File: src/rtl/car_ctrl_pkg.sv
// Shared types and default sizing for the carrier Doppler-search controller.
package car_ctrl_pkg;

    localparam int DEF_ACC_WIDTH     = 32;
    localparam int DEF_BIN_WIDTH     = 8;
    localparam int DEF_DWELL_WIDTH   = 16;
    localparam int DEF_ENERGY_WIDTH  = 24;
    localparam int DEF_SETTLE_CYCLES = 4;
    localparam int DEF_TMO_CYCLES    = 255;

    typedef enum logic [2:0] {
        IDLE,
        SETTLE,
        DWELL,
        WAIT_E,
        COMPARE,
        LOCK
    } car_state_t;

    function automatic logic is_busy(input car_state_t s);
        return (s == SETTLE) || (s == DWELL) || (s == WAIT_E) || (s == COMPARE);
    endfunction

endpackage

File: src/rtl/car_dwell_timer.sv
// Loadable down-counter: a load of N spans exactly N cycles, flagging the
// first cycle after the load and the cycle in which the count reaches 1.
module car_dwell_timer #(
    parameter int W = 16
) (
    input  logic         rx_clk,
    input  logic         rx_rst,
    input  logic         load,
    input  logic [W-1:0] load_val,
    output logic         first,
    output logic         last
);

    logic [W-1:0] cnt_reg;
    logic         first_reg;

    always_ff @(posedge rx_clk or negedge rx_rst) begin
        if (!rx_rst) begin
            cnt_reg   <= '0;
            first_reg <= 1'b0;
        end else if (load) begin
            cnt_reg   <= load_val;
            first_reg <= 1'b1;
        end else begin
            first_reg <= 1'b0;
            if (cnt_reg != '0) begin
                cnt_reg <= cnt_reg - W'(1);
            end
        end
    end

    assign first = first_reg;
    assign last  = (cnt_reg == W'(1));

endmodule

File: src/rtl/car_search_ctrl.sv
// Doppler-bin search scheduler: steps the NCO FCW over a grid, collects one
// correlator energy per bin and finally locks onto the strongest bin.
module car_search_ctrl
    import car_ctrl_pkg::*;
#(
    parameter int ACC_WIDTH     = DEF_ACC_WIDTH,
    parameter int BIN_WIDTH     = DEF_BIN_WIDTH,
    parameter int DWELL_WIDTH   = DEF_DWELL_WIDTH,
    parameter int ENERGY_WIDTH  = DEF_ENERGY_WIDTH,
    parameter int SETTLE_CYCLES = DEF_SETTLE_CYCLES,
    parameter int TMO_CYCLES    = DEF_TMO_CYCLES
) (
    input  logic                    rx_clk,
    input  logic                    rx_rst,
    input  logic                    rx_start,
    input  logic                    rx_abort,
    input  logic [ACC_WIDTH-1:0]    rx_fcw_start,
    input  logic [ACC_WIDTH-1:0]    rx_fcw_step,
    input  logic [BIN_WIDTH-1:0]    rx_num_bins,
    input  logic [DWELL_WIDTH-1:0]  rx_dwell_len,
    input  logic [ENERGY_WIDTH-1:0] rx_energy,
    input  logic                    rx_energy_vld,
    output logic [ACC_WIDTH-1:0]    tx_car_fcw,
    output logic                    tx_dump,
    output logic                    tx_dwell_end,
    output logic                    tx_busy,
    output logic                    tx_done,
    output logic                    tx_found,
    output logic [BIN_WIDTH-1:0]    tx_best_bin,
    output logic [ENERGY_WIDTH-1:0] tx_best_energy,
    output logic                    tx_err
);

    car_state_t state_reg, state_next;

    logic [BIN_WIDTH-1:0]    num_bins_reg, bin_idx_reg, best_bin_reg, best_bin_next;
    logic [ACC_WIDTH-1:0]    step_reg, cur_fcw_reg, best_fcw_reg, best_fcw_next;
    logic [ACC_WIDTH-1:0]    car_fcw_reg, fcw_next;
    logic [DWELL_WIDTH-1:0]  dwell_reg, tmr_val;
    logic [ENERGY_WIDTH-1:0] energy_reg, best_energy_reg, best_energy_next;
    logic                    done_reg, found_reg, err_reg;
    logic                    tmr_load, tmr_first, tmr_last;
    logic                    busy, accept, last_bin, better;

    assign busy     = is_busy(state_reg);
    assign accept   = ((state_reg == IDLE) || (state_reg == LOCK)) && rx_start && !rx_abort;
    assign last_bin = (bin_idx_reg == num_bins_reg - BIN_WIDTH'(1));
    assign fcw_next = cur_fcw_reg + step_reg;

    // Strict compare keeps the lower bin on a tie.
    assign better           = (energy_reg > best_energy_reg);
    assign best_energy_next = better ? energy_reg  : best_energy_reg;
    assign best_bin_next    = better ? bin_idx_reg : best_bin_reg;
    assign best_fcw_next    = better ? cur_fcw_reg : best_fcw_reg;

    car_dwell_timer #(
        .W(DWELL_WIDTH)
    ) u_timer (
        .rx_clk   (rx_clk),
        .rx_rst   (rx_rst),
        .load     (tmr_load),
        .load_val (tmr_val),
        .first    (tmr_first),
        .last     (tmr_last)
    );

    always_ff @(posedge rx_clk or negedge rx_rst) begin
        if (!rx_rst) begin
            state_reg <= IDLE;
        end else begin
            state_reg <= state_next;
        end
    end

    always_comb begin
        state_next = state_reg;
        tmr_load   = 1'b0;
        tmr_val    = '0;
        if (busy && rx_abort) begin
            state_next = IDLE;
        end else begin
            case (state_reg)
                IDLE, LOCK: begin
                    if (accept) begin
                        if (rx_num_bins == '0) begin
                            state_next = LOCK;
                        end else begin
                            state_next = SETTLE;
                            tmr_load   = 1'b1;
                            tmr_val    = DWELL_WIDTH'(SETTLE_CYCLES);
                        end
                    end
                end
                SETTLE: begin
                    if (tmr_last) begin
                        state_next = DWELL;
                        tmr_load   = 1'b1;
                        tmr_val    = dwell_reg;
                    end
                end
                DWELL: begin
                    if (tmr_last) begin
                        state_next = WAIT_E;
                        tmr_load   = 1'b1;
                        tmr_val    = DWELL_WIDTH'(TMO_CYCLES);
                    end
                end
                WAIT_E: begin
                    if (rx_energy_vld || tmr_last) begin
                        state_next = COMPARE;
                    end
                end
                COMPARE: begin
                    if (last_bin) begin
                        state_next = LOCK;
                    end else begin
                        state_next = SETTLE;
                        tmr_load   = 1'b1;
                        tmr_val    = DWELL_WIDTH'(SETTLE_CYCLES);
                    end
                end
                default: state_next = IDLE;
            endcase
        end
    end

    always_ff @(posedge rx_clk or negedge rx_rst) begin
        if (!rx_rst) begin
            num_bins_reg    <= '0;
            step_reg        <= '0;
            dwell_reg       <= '0;
            bin_idx_reg     <= '0;
            cur_fcw_reg     <= '0;
            car_fcw_reg     <= '0;
            energy_reg      <= '0;
            best_energy_reg <= '0;
            best_bin_reg    <= '0;
            best_fcw_reg    <= '0;
            done_reg        <= 1'b0;
            found_reg       <= 1'b0;
            err_reg         <= 1'b0;
        end else begin
            done_reg <= 1'b0;
            if (accept) begin
                num_bins_reg    <= rx_num_bins;
                step_reg        <= rx_fcw_step;
                dwell_reg       <= (rx_dwell_len == '0) ? DWELL_WIDTH'(1) : rx_dwell_len;
                bin_idx_reg     <= '0;
                cur_fcw_reg     <= rx_fcw_start;
                energy_reg      <= '0;
                best_energy_reg <= '0;
                best_bin_reg    <= '0;
                best_fcw_reg    <= '0;
                err_reg         <= 1'b0;
                found_reg       <= 1'b0;
                if (rx_num_bins == '0) begin
                    done_reg <= 1'b1;
                end else begin
                    car_fcw_reg <= rx_fcw_start;
                end
            end else if (!rx_abort) begin
                case (state_reg)
                    WAIT_E: begin
                        if (rx_energy_vld) begin
                            energy_reg <= rx_energy;
                        end else if (tmr_last) begin
                            energy_reg <= '0;
                            err_reg    <= 1'b1;
                        end
                    end
                    COMPARE: begin
                        best_energy_reg <= best_energy_next;
                        best_bin_reg    <= best_bin_next;
                        best_fcw_reg    <= best_fcw_next;
                        if (last_bin) begin
                            done_reg  <= 1'b1;
                            found_reg <= (best_energy_next != '0);
                            // With no energy anywhere the NCO stays on the last bin.
                            if (best_energy_next != '0) begin
                                car_fcw_reg <= best_fcw_next;
                            end
                        end else begin
                            bin_idx_reg <= bin_idx_reg + BIN_WIDTH'(1);
                            cur_fcw_reg <= fcw_next;
                            car_fcw_reg <= fcw_next;
                        end
                    end
                    default: ;
                endcase
            end
        end
    end

    assign tx_car_fcw     = car_fcw_reg;
    assign tx_dump        = (state_reg == DWELL) && tmr_first;
    assign tx_dwell_end   = (state_reg == DWELL) && tmr_last;
    assign tx_busy        = busy;
    assign tx_done        = done_reg;
    assign tx_found       = found_reg;
    assign tx_best_bin    = best_bin_reg;
    assign tx_best_energy = best_energy_reg;
    assign tx_err         = err_reg;

endmodule

File: config.mk
export PLATFORM = sky130hd
export DESIGN_NAME = car_search_ctrl
export DESIGN_NICKNAME = d
export VERILOG_FILES = /design/src/rtl/car_ctrl_pkg.sv /design/src/rtl/car_dwell_timer.sv /design/src/rtl/car_search_ctrl.sv
export SDC_FILE = /design/constraint.sdc
export NUM_CORES = 1
export LEC_CHECK = 0
export ABC_AREA = 0
export BUFFER_PORTS_ARGS = -buffer_cell sky130_fd_sc_hd__buf_4
export CORE_MARGIN = 8
export CORE_UTILIZATION = 35
export CTS_BUF_LIST = sky130_fd_sc_hd__clkbuf_4 sky130_fd_sc_hd__clkbuf_8 sky130_fd_sc_hd__clkbuf_16
export DETAILED_ROUTE_END_ITERATION = 10
export PLACE_DENSITY = 0.56
export SLEW_MARGIN = 10
export SYNTH_ARGS = -nofsm -noshare
export SYNTH_HDL_FRONTEND = slang
export SYNTH_SLANG_ARGS = --single-unit
export TNS_END_PERCENT = 30
File: constraint.sdc
create_clock -name rx_clk -period 4.85 [get_ports rx_clk]
set_clock_uncertainty 0.2 [all_clocks]
set_input_delay 0.97 -clock rx_clk [delete_from_list [all_inputs] [get_ports rx_clk]]
set_output_delay 0.97 -clock rx_clk [all_outputs]
set_load 0.1 [all_outputs]
=== Yosys cells after proc, flatten, opt, wreduce, memory -nomap -nowiden ===
Index checks and enable logic that the tools add are counted.

* $add $sub $neg: 4
* Multipliers: 0
* Divide/modulo/power cells: 0
* Order comparisons: 1
* Equality and inequality tests: 16
* Shift operators: 0
* Multiplexer cells: 70
* Bitwise operators: 0
* Reductions and logical operators: 33

{| class="wikitable"
|+ Operators by type and width
! operator !! count
|-
| 2-to-1 mux 32 bit || 14
|-
| 2-to-1 mux 24 bit || 9
|-
| 2-to-1 mux 16 bit || 5
|-
| 2-to-1 mux 8 bit || 9
|-
| one-hot mux 16 bit (4 select lines) || 1
|-
| adder 32 bit || 1
|-
| 2-to-1 mux 3 bit || 10
|-
| > comparator 24 bit || 1
|-
| nonzero test 24 bit || 1
|-
| 2-to-1 mux 1 bit || 20
|-
| equality test 16 x 1 -> 1 bit (second input constant) || 1
|-
| zero test 16 bit || 1
|-
| nonzero test 16 bit || 1
|-
| subtractor 16 x 1 -> 16 bit (second input constant) || 1
|-
| one-hot mux 3 bit (5 select lines) || 1
|-
| AND reduction 3 bit || 4
|-
| AND reduction 4 bit || 3
|-
| nonzero test 2 bit || 6
|-
| adder 8 x 1 -> 8 bit (second input constant) || 1
|-
| equality test 8 bit || 1
|-
| zero test 8 bit || 1
|-
| subtractor 8 x 1 -> 8 bit (second input constant) || 1
|-
| equality test 3 x 2 -> 1 bit (second input constant) || 2
|-
| equality test 3 bit (second input constant) || 2
|-
| 14 further kinds || 27
|}

* Bits in registers: 239
* Latch bits: 0
* Bits in writable memories: 0
* ROM bits: 0
* Input bits: 117
* Memories: 0

=== Longest topological paths before layout ===
Gate-level depths: netlist of the first run.

* Depth after elaboration: 8
* Gate-level depth with buffers: 13

=== Hierarchy ===
Synthesis of the first run repeated with hierarchy kept, for this count alone.

* Cell total of the unflattened synthesis: 1565
* Area total of the unflattened synthesis: 13645.6 um^2

{| class="wikitable"
|+ Modules (own cells, without submodules)
! module !! times used !! cells each !! area an instance (um^2) !! sequential area each (um^2)
|-
| car_search_ctrl || 1 || 1455 || 12593.3 || 5555.3
|-
| car_dwell_timer || 1 || 110 || 1052.3 || 425.4
|}

=== Worst setup path before layout of the first run ===
OpenSTA, ideal clock, no wires.

* Path type: reg-to-output
* From: register state_reg[0]
* To: output tx_dump
* Arrival: 3.905 ns
* Required time: 3.680 ns
* Slack: -0.225 ns
* Stages on the path, launching flop included: 4
* Buffers on the path: 2
* Cell sequence: dfrtp_1 > clkbuf_1 > clkbuf_1 > nor4b_1

* Word-level cells in the longest chain between the ends: 2

{| class="wikitable"
|+ RTL lines
! element !! line !! RTL
|-
| from (decl) || car_search_ctrl.sv:34 || <nowiki>car_state_t state_reg, state_next;</nowiki>
|-
| from (signal assigned) || car_search_ctrl.sv:71 || <nowiki>state_reg <= state_next;</nowiki>
|-
| equality test 3 x 2 -> 1 bit || car_search_ctrl.sv:195 || <nowiki>assign tx_dump = (state_reg == DWELL) && tmr_first;</nowiki>
|-
| logical AND 1 bit || car_search_ctrl.sv:195 ||
|-
| to (decl) || car_search_ctrl.sv:24 || <nowiki>output logic tx_dump,</nowiki>
|}

No other way between the ends.

=== Final worst setup path of the first run ===
* From: register num_bins_reg[0]
* To: register u_timer.cnt_reg[12]

* Word-level cells in the longest chain between the ends: 6
* Elaborated cells between the ends (all ways): 7
* Classes of those cells: add/sub: 1; eq/ne: 1; mux: 4; reduce/logical: 1

{| class="wikitable"
|+ RTL lines
! element !! line !! RTL
|-
| from (decl) || car_search_ctrl.sv:36 || <nowiki>logic [BIN_WIDTH-1:0] num_bins_reg, bin_idx_reg, best_bin_reg, best_bin_next;</nowiki>
|-
| from (signal assigned) || car_search_ctrl.sv:145 || <nowiki>num_bins_reg <= rx_num_bins;</nowiki>
|-
| subtractor 8 x 1 -> 8 bit (*) || car_search_ctrl.sv:47 || <nowiki>assign last_bin = (bin_idx_reg == num_bins_reg - BIN_WIDTH'(1));</nowiki>
|-
| equality test 8 bit (*) || car_search_ctrl.sv:47 ||
|-
| 2-to-1 mux 1 bit (*) || car_search_ctrl.sv:114 || <nowiki>if (last_bin) begin</nowiki>
|-
| one-hot mux 1 bit (3 select lines) (*) || car_search_ctrl.sv:82 || <nowiki>case (state_reg)</nowiki>
|-
| 2-to-1 mux 1 bit (*) || car_search_ctrl.sv:79 || <nowiki>if (busy && rx_abort) begin</nowiki>
|-
| 2-to-1 mux 16 bit / nonzero test 2 bit (equally long branches) || -- ||
|-
| to (signal assigned) || car_dwell_timer.sv:22 || <nowiki>cnt_reg <= load_val;</nowiki>
|-
| to (signal assigned) || car_dwell_timer.sv:27 || <nowiki>cnt_reg <= cnt_reg - W'(1);</nowiki>
|-
| to (decl) || car_dwell_timer.sv:14 || <nowiki>logic [W-1:0] cnt_reg;</nowiki>
|}

Every way passes the cells marked *; elsewhere a longest branch is shown, timed or not.
A chain may end at the register's enable or synchronous reset.

==> flow_metrics.tcl, run 1 <==
set metrics [dict create \
    crit_family "compound AO/OA/AOI/OAI gates" \
    outcome "completed" \
    cp_max_fo 33 \
    switching_share_pct 44.7 \
    grt_setup_unrepaired "false" \
    drt_wl_total_um 39800 \
    dp_hpwl_um 27700 \
    ir_drop_v 0.000405 \
    drtPass1Iterations 5 \
    timing.final.crit_share_pct 83.0 \
    tns_ns 0 \
    grt_pass1_wl_um 64300 \
    clk_pin_slew_ns 0.06 \
    postCtsSetupBuffers 0 \
    max_freq_ghz 0.248 \
    busiest_layer "met2" \
    seq_area_frac_synth_pct 45.4 \
    synth_edf_count 0 \
    start_util_pct 35.2 \
    cts_buffers 29 \
    fin_util_pct 43.0 \
    synthTopCellsByArea "dfrtp_1 (45%), nand2_1 (8.8%), ha_1 (5.6%), mux2i_1 (3.3%), o21ai_0 (3.3%)" \
    yosys.area.top_type "dfrtp_1" \
    die_area_mm2 0.0441 \
    cp.required_ns 5.08 \
    htreeDepth 1 \
    synthArstFlopShare_pct 100 \
    synth_nets 1642 \
    pin_count 187 \
    portBuffers 186 \
    crit_type "flop to flop" \
    synthFlopType "dfrtp_1" \
    num_antenna_cells 0 \
    finalWeightedCongestion 0.870 \
    clkPwrFrac_pct 21.7 \
    synthCells 1465 \
    synth_area_per_cell_um2 9.00 \
    powerDensity_mw_per_mm2 630 \
    worst_slew_pin_slew_ns 1.08 \
    grt_start_max_net_pins 154 \
    yosysUniqueCellTypes 73 \
    holdWs_ns 0.188 \
    grt_overflow 0 \
    internal_power_mw 5.61 \
    vias_per_cell 5.27 \
    cts_root_buffer "clkbuf_16" \
    holdBufCountCts 0 \
    grt_use_total_pct 17.7 \
    drv_cap 0 \
    yosys_warnings 0 \
    cpMaxStageDelayCell "a221o_1" \
    synth-seq-cells 239 \
    cts_sinks 239 \
    row_count 71 \
    cts_max_path_buffers 3 \
    seqPwrFrac_pct 29.8 \
    hold_path.class "input pin to asynchronous set/reset pin" \
    worst-path-buf-inv 1 \
    antenna_found_initial 0 \
    timing.final.hold_violations 0 \
    cp_cell_sequence "inv_1, ha_1, or3b_1, and3_1, o31ai_1, a221o_1, nand2b_2, nand3_2, a21oi_1, a31o_2" \
    nets 1798 \
    synth_area_mm2 0.0132 \
    fillers 3654 \
    p_leak_nw 7.63 \
    vias 11300 \
    die_y_um 210 \
    setup_viol 0 \
    syn2layout_area_growth_pct 22.1 \
    gr-usage-met3_pct 2.73 \
    p_sw_mw 4.54 \
    crit_arrival_ns 4.25 \
    finalMaxSlewViolations 0 \
    synth_top_area_share_pct 45.4 \
    comb_power_share_pct 48.5 \
    drc 0 \
    use_met2_pct 29.3 \
    post-place-cells 2101 \
    grt_pass1_vias 11700 \
    cpPeakStageDelay_ns 0.96 \
    wl_per_cell_um 18.5 \
    coreArea_mm2 0.0374 \
    grtUsageMet1_pct 24.2 \
    layout-drive-gt1-share_pct 17.7 \
    cp-end-kind "flop" \
    drt_iter0_drc 590 \
    clk_latency_ns 0.54 \
    cts-resized-gates 0 \
    layout.cells.non_filler 2151 \
    layout_min_cycle_time_ns 4.02 \
    die_x_um 210 \
    tritoncts "done" \
    ant_nets 0 \
    start_kind "flop" \
    max-slew-margin-rel_pct 27.4 \
]
## worst register-to-register path: cells and delay by family, from the launching register on
family	cells	cell delay [ns]
AO/OA/AOI/OAI	4	1.75
adder cells (fa/ha/maj)	1	0.18
AND/OR/NAND/NOR	4	1.26
flip-flops	1	0.43
buffers and inverters	1	0.09
## synthesized netlist by cell type (21+ instances only)
master / number
nand3_1: 58
clkbuf_1: 53
o21ai_0: 86
dfrtp_1: 239
ha_1: 59
nor4_1: 21
a31oi_1: 35
nand2_1: 309
a22o_1: 35
o31ai_1: 36
a21oi_1: 74
xnor2_1: 29
nor2_1: 90
mux2i_1: 43
inv_1: 46
xor2_1: 22
## cell type report
class                   instances  area, µm²  area share, %
well taps                     511        639           3.97
multi-input cells            1096       6720           41.7
inverters                      46        173           1.07
clock inverters                 7       87.6          0.544
flip-flops and latches        239       5980           37.2
repair buffers                209       1610           10.0
clock buffers                  43        881           5.47
## path summary, 6_finish.rpt
kind / start / to / slack, ns / cells past startpoint
min: rx_rst / tx_best_energy[10]$_DFFE_PN0P_ / 0.19 / 1
min in group rx_clk: dwell_reg[9]$_DFFE_PN0P_ / dwell_reg[9]$_DFFE_PN0P_ / 0.28 / 2
max reg2reg: num_bins_reg[0]$_DFFE_PN0P_ / u_timer.cnt_reg[12]$_DFFE_PN0P_ / 0.83 / 10
max: num_bins_reg[0]$_DFFE_PN0P_ / u_timer.cnt_reg[12]$_DFFE_PN0P_ / 0.83 / 10
min reg2reg: dwell_reg[9]$_DFFE_PN0P_ / dwell_reg[9]$_DFFE_PN0P_ / 0.28 / 2
max in group asynchronous: rx_rst / step_reg[10]$_DFFE_PN0P_ / 3.15 / 2
## layout by cell type, fill, tap and decap left out, drive strengths merged, types with 4 or more instances in the layout
cell	n
and3	10
ha	59
nand2	309
o211ai	18
inv	46
a211oi	7
buf	209
nor3	16
clkbuf	43
o21a	13
nor2	91
mux2	15
a21o	14
a221oi	5
a31oi	35
a21oi	75
o31ai	36
nand3	59
nand4	15
xnor2	29
or3	8
nand2b	11
o21ai	90
a22o	35
dfrtp	239
nor4	22
nor2b	4
or4	7
o21bai	5
xor2	22
mux2i	43
a31o	4
o22a	4
clkinv	4
## power by group through the flow
stage	combinational [mW]	sequential [mW]	clock [mW]
after floorplan	2.85	3.83	0
after global placement	4.84	3.04	0
after detailed placement	4.90	3.05	0
after CTS	4.93	3.02	2.26
after global routing	5.37	3.10	2.34
final	4.92	3.02	2.20
## routing by layer
layer	part of all wire, %	routed length (µm)
met5	0	0
met4	2.0	779
met3	4.8	1930
met2	47	18700
met1	46	18400
## kinds of logic (layout without fill, tap and decap cells)
family | after synthesis | after routing | share of synthesized area [%]
buf+inv | 130 | 305 | 4.02
simple gates | 567 | 567 | 19.0
xor+xnor | 51 | 51 | 3.39
compound gates | 360 | 360 | 17.9
mux | 58 | 58 | 4.55
flops | 239 | 239 | 45.4
fa+ha+maj | 60 | 60 | 5.75
## stage by stage
step                setup slack (ns)  total power [mW]  area [µm²]
floorplan                      0.495              6.68       13200
global placement                1.01              7.89       15100
detailed placement             0.851              7.95       15100
CTS                            0.821              10.2       16100
global route                   0.435              10.8       16100
finish                         0.826              10.1       16100
Power figures use the tool's default switching activity.
==> run 2, diff against run 1 <==
PLACE_DENSITY = 0.58   (was 0.56)
clock period = 3.7 ns   (was 4.85 ns; I/O delays follow)
==> run 2 against run 1 <==
Against the previous run:
- the flow now finishes with violations (hold timing)
- global-route usage increased by 0.13 points
- sequential cell count unchanged
- non-clock buffer count grew 23
- critical path type unchanged
- sequential share of layout area shrank 0.86 points
- wire length is essentially flat
==> flow_metrics.tcl, run 2 (synthesis results as in run 1) <==
set metrics [dict create \
    drc 0 \
    cts_max_path_buffers 3 \
    cts_root_buffer "clkbuf_16" \
    drv_cap 0 \
    grt_pass1_vias 11600 \
    tritoncts "done" \
    vias 11300 \
    p_leak_nw 7.82 \
    clk_pin_slew_ns 0.06 \
    cp_max_fo 8 \
    dp_hpwl_um 27700 \
    nets 1821 \
    cts_sinks 239 \
    violations "hold timing" \
    holdBufCountCts 0 \
    drt_iter0_drc 618 \
    timing.final.crit_share_pct 94.5 \
    crit_type "flop to flop" \
    hold_path.class "input pin to asynchronous set/reset pin" \
    grt_use_total_pct 17.9 \
    finalWeightedCongestion 0.852 \
    pre_cts_slack_ns 0.110 \
    holdWs_ns -0.0274 \
    htreeDepth 1 \
    syn2layout_area_growth_pct 25.0 \
    drtPass1Iterations 5 \
    outcome "finished with violations" \
    wl_per_cell_um 18.3 \
    die_x_um 210 \
    ir_drop_v 0.000520 \
    crit_arrival_ns 3.73 \
    fillers 3700 \
    layout_commonest_cell "nand2_1" \
    vias_per_cell 5.20 \
    tns_ns 0 \
    max_freq_ghz 0.286 \
    powerDensity_mw_per_mm2 831 \
    num_antenna_cells 0 \
    die_y_um 210 \
    cts_buffers 29 \
    fin_util_pct 44.1 \
    cp-end-kind "flop" \
    layout-drive-gt1-share_pct 19.2 \
    row_count 71 \
    pin_count 187 \
    drt_wl_total_um 39800 \
    antenna_found_initial 0 \
    grt_start_max_net_pins 109 \
    grt_setup_unrepaired "false" \
    grt_pass1_wl_um 64500 \
    ant_nets 0 \
    r2r_cells 9 \
    worst_slack_ns 0.204 \
    p_total_mw 13.7 \
    setup_viol 0 \
    portBuffers 186 \
    timing.final.hold_violations 11 \
    coreArea_mm2 0.0374 \
    final_cell_mix "nand2_1 (309), dfrtp_1 (239), buf_4 (220), nor2_1 (89), o21ai_0 (86)" \
    start_kind "flop" \
    finalMaxSlewViolations 0 \
    cp.required_ns 3.94 \
    layout_min_cycle_time_ns 3.50 \
    max-slew-margin-rel_pct 48.9 \
    die_area_mm2 0.0441 \
    clk_latency_ns 0.56 \
    worst_slew_pin_slew_ns 0.766 \
    grt_overflow 0 \
    start_util_pct 35.2 \
]
==> run 2: layout make-up <==
class,instances,area (µm²),share of cell area (%)
timing repair buffer,232,1880,11.4
inverter,46,173,1.05
clock inverter,11,208,1.26
tap,511,639,3.88
sequential,239,5980,36.3
multi-input combinational,1096,6740,40.9
clock buffer,41,860,5.22
==> run 2: metrics by stage <==
stage | instances | area (µm²)
3_3_place_gp | 2120 | 15300
5_1_grt | 2176 | 16500
3_5_place_dp | 2120 | 15300
4_1_cts | 2172 | 16400
2_1_floorplan | 1465 | 13200
6_report | 2176 | 16500
==> run 2: what timing repair did <==
item / 4_1_cts / 5_1_grt
endpoints found under the setup margin: 0 / 30
gates resized for setup: 0 / 4
endpoints found under the hold margin: 0 / 0
buffers inserted: 0 / 4
==> run 2: power by group <==
part / switching (mW) / total, mW / internal (mW)
Sequential: 0.639 / 3.94 / 3.30
Clock: 1.14 / 3.16 / 2.02
Combinational: 4.18 / 6.59 / 2.41
Total: 5.96 / 13.7 / 7.73
==> run 2: final timing paths <==
check                                             from                    endpoint  slack [ns]
hold reg to reg               dwell_reg[9]$_DFFE_PN0P_    dwell_reg[9]$_DFFE_PN0P_        0.28
max in group asynchronous                       rx_rst  tx_car_fcw[16]$_DFFE_PN0P_        2.51
min in group rx_clk                    rx_fcw_step[21]    step_reg[21]$_DFFE_PN0P_        0.17
setup / recovery           num_bins_reg[0]$_DFFE_PN0P_  tx_car_fcw[23]$_DFFE_PN0P_        0.20
hold / removal                                  rx_rst  energy_reg[10]$_DFFE_PN0P_       -0.03
setup reg to reg           num_bins_reg[0]$_DFFE_PN0P_  tx_car_fcw[23]$_DFFE_PN0P_        0.20
==> run 2: routing by layer <==
metal  global-route usage, %  routed length [µm]
met4                    3.38                 663
met2                    30.0               18900
met5                       0                   0
met3                    3.22                2010
met1                    24.0               18200
==> run 2: critical path, cell delays in order, from the launching register on <==
cell     delay (ns)
dfrtp_1        0.42
inv_1          0.10
ha_1           0.17
or3b_1         0.42
or4_4          0.56
a221o_2        0.49
buf_4          0.22
nor2_1         0.38
a21oi_1        0.12
mux2_1         0.31
==> run 3, diff against run 2 <==
CORE_UTILIZATION = 53   (was 35)
PLACE_DENSITY = not set   (was 0.58)
PLACE_DENSITY_LB_ADDON = 0.3   (was not set)
==> run 3 against run 2 <==
Against the previous run:
- the flow now finishes without violations
- maximum frequency up 0.39%
- die area down 32%
- non-clock buffer count up 1
- first-iteration DRC count up 80%
- setup slack better by 0.014 ns
- sequential cell count unchanged
- via count up 2.7%
- sequential power about the same
- global-route usage up 6.1 points
- final cell count down 8.6%
- wire length down 7.3%
- critical path type unchanged
- largest cell class unchanged
==> flow_metrics.tcl, run 3 (synthesis results as in run 1) <==
set metrics [dict create \
    outcome "completed" \
    layout_min_cycle_time_ns 3.48 \
    pre_cts_slack_ns 0.158 \
    clk_latency_ns 0.53 \
    timing.final.hold_violations 0 \
    die_x_um 174 \
    portBuffers 186 \
    cts_sinks 239 \
    drc 0 \
    cp_max_fo 12 \
    wl_per_cell_um 18.6 \
    max-slew-margin-rel_pct 41.8 \
    row_count 57 \
    drv_cap 0 \
    tritoncts "done" \
    antenna_found_initial 0 \
    layout-drive-gt1-share_pct 19.1 \
    cts_max_path_buffers 3 \
    final_cell_mix "nand2_1 (309), dfrtp_1 (239), buf_4 (227), nor2_1 (89), o21ai_0 (85)" \
    p_leak_nw 7.73 \
    htreeDepth 1 \
    cts_buffers 27 \
    hold_path.class "input pin to asynchronous set/reset pin" \
    timing.final.crit_share_pct 94.1 \
    cts_root_buffer "clkbuf_16" \
    finalWeightedCongestion 0.929 \
    cp-end-kind "flop" \
    ant_nets 0 \
    crit_type "flop to flop" \
    start_kind "flop" \
    coreArea_mm2 0.0244 \
    num_antenna_cells 0 \
    nets 1821 \
    grt_pass1_vias 11700 \
    die_y_um 174 \
    drt_iter0_drc 1113 \
    finalMaxSlewViolations 0 \
    tns_ns 0 \
    die_area_mm2 0.0302 \
    postCtsSetupBuffers 0 \
    setup_viol 0 \
    vias 11600 \
    dp_hpwl_um 26200 \
    powerDensity_mw_per_mm2 830 \
    grt_start_max_net_pins 102 \
    drt_wl_total_um 36900 \
    crit_arrival_ns 3.67 \
    ir_drop_v 0.000715 \
    grt_setup_unrepaired "false" \
    grt_use_total_pct 24.0 \
    worst_slew_pin_slew_ns 0.872 \
    max_freq_ghz 0.287 \
    cp.required_ns 3.89 \
    holdWs_ns 0.0695 \
    worst_slack_ns 0.217 \
    pin_count 187 \
    layout_commonest_cell "nand2_1" \
    fin_util_pct 65.9 \
    holdBufCountCts 0 \
    vias_per_cell 5.85 \
    grt_pass1_wl_um 60800 \
    drtPass1Iterations 5 \
    grt_overflow 0 \
    start_util_pct 54.0 \
    syn2layout_area_growth_pct 22.0 \
    fillers 1985 \
    clk_pin_slew_ns 0.06 \
]
run 3: power by group:
part	internal (mW)	switching [mW]	total, mW
clock	1.76	1.10	2.86
sequential	3.30	0.624	3.93
combinational	2.34	4.22	6.56
run 3: routing by layer:
layer  up-vias  part of all wire (%)  track usage (%)
met5         -                     0                0
met4         0                   2.9             7.70
met3        69                   5.2             3.33
met2       373                    48             39.4
met1      5620                    44             32.4
li1       5565                     -                -
run 3: worst max-delay path, stage by stage, from the launching register on:
cell and delay, ns:
dfrtp_1 0.37, inv_1 0.06, ha_1 0.31, a21oi_1 0.14, o21ai_0 0.14, a221oi_1 0.37
o21ai_1 0.21, o21ai_4 0.45, buf_4 0.25, buf_4 0.13, mux2i_1 0.18, o21ai_0 0.10
a31oi_1 0.28, a21oi_1 0.14
run 3: per-stage QoR:
step | instances | area [µm²] | power [mW]
final | 1988 | 16100 | 13.3
after global routing | 1988 | 16100 | 14.2
after CTS | 1987 | 16100 | 13.4
after detailed placement | 1938 | 15100 | 10.4
after global placement | 1938 | 15100 | 10.3
after floorplan | 1465 | 13200 | 8.76
run 3: final timing paths:
check	start	end	slack (ns)	cells after the start
max in group asynchronous	rx_rst	best_fcw_reg[22]$_DFFE_PN0P_	2.43	2
min	rx_rst	energy_reg[13]$_DFFE_PN0P_	0.07	1
max	tx_best_energy[9]$_DFFE_PN0P_	tx_car_fcw[15]$_DFFE_PN0P_	0.22	13
min in group rx_clk	rx_fcw_step[29]	step_reg[29]$_DFFE_PN0P_	0.20	3
max reg2reg	tx_best_energy[9]$_DFFE_PN0P_	tx_car_fcw[15]$_DFFE_PN0P_	0.22	13
min reg2reg	dwell_reg[10]$_DFFE_PN0P_	dwell_reg[10]$_DFFE_PN0P_	0.28	2
run 3: cell type report:
class | instances | area (µm²) | share of cell area (%)
Tap cell | 324 | 405 | 2.52
Timing Repair Buffer | 233 | 1820 | 11.3
Inverter | 46 | 173 | 1.07
Clock buffer | 36 | 781 | 4.85
Sequential cell | 239 | 5980 | 37.2
Multi-Input combinational cell | 1097 | 6740 | 41.9
Clock inverter | 13 | 184 | 1.14
run 3: repair_timing:
action	CTS	global route
gates resized for setup	0	3
setup endpoints to repair	0	44
hold endpoints to repair	0	0
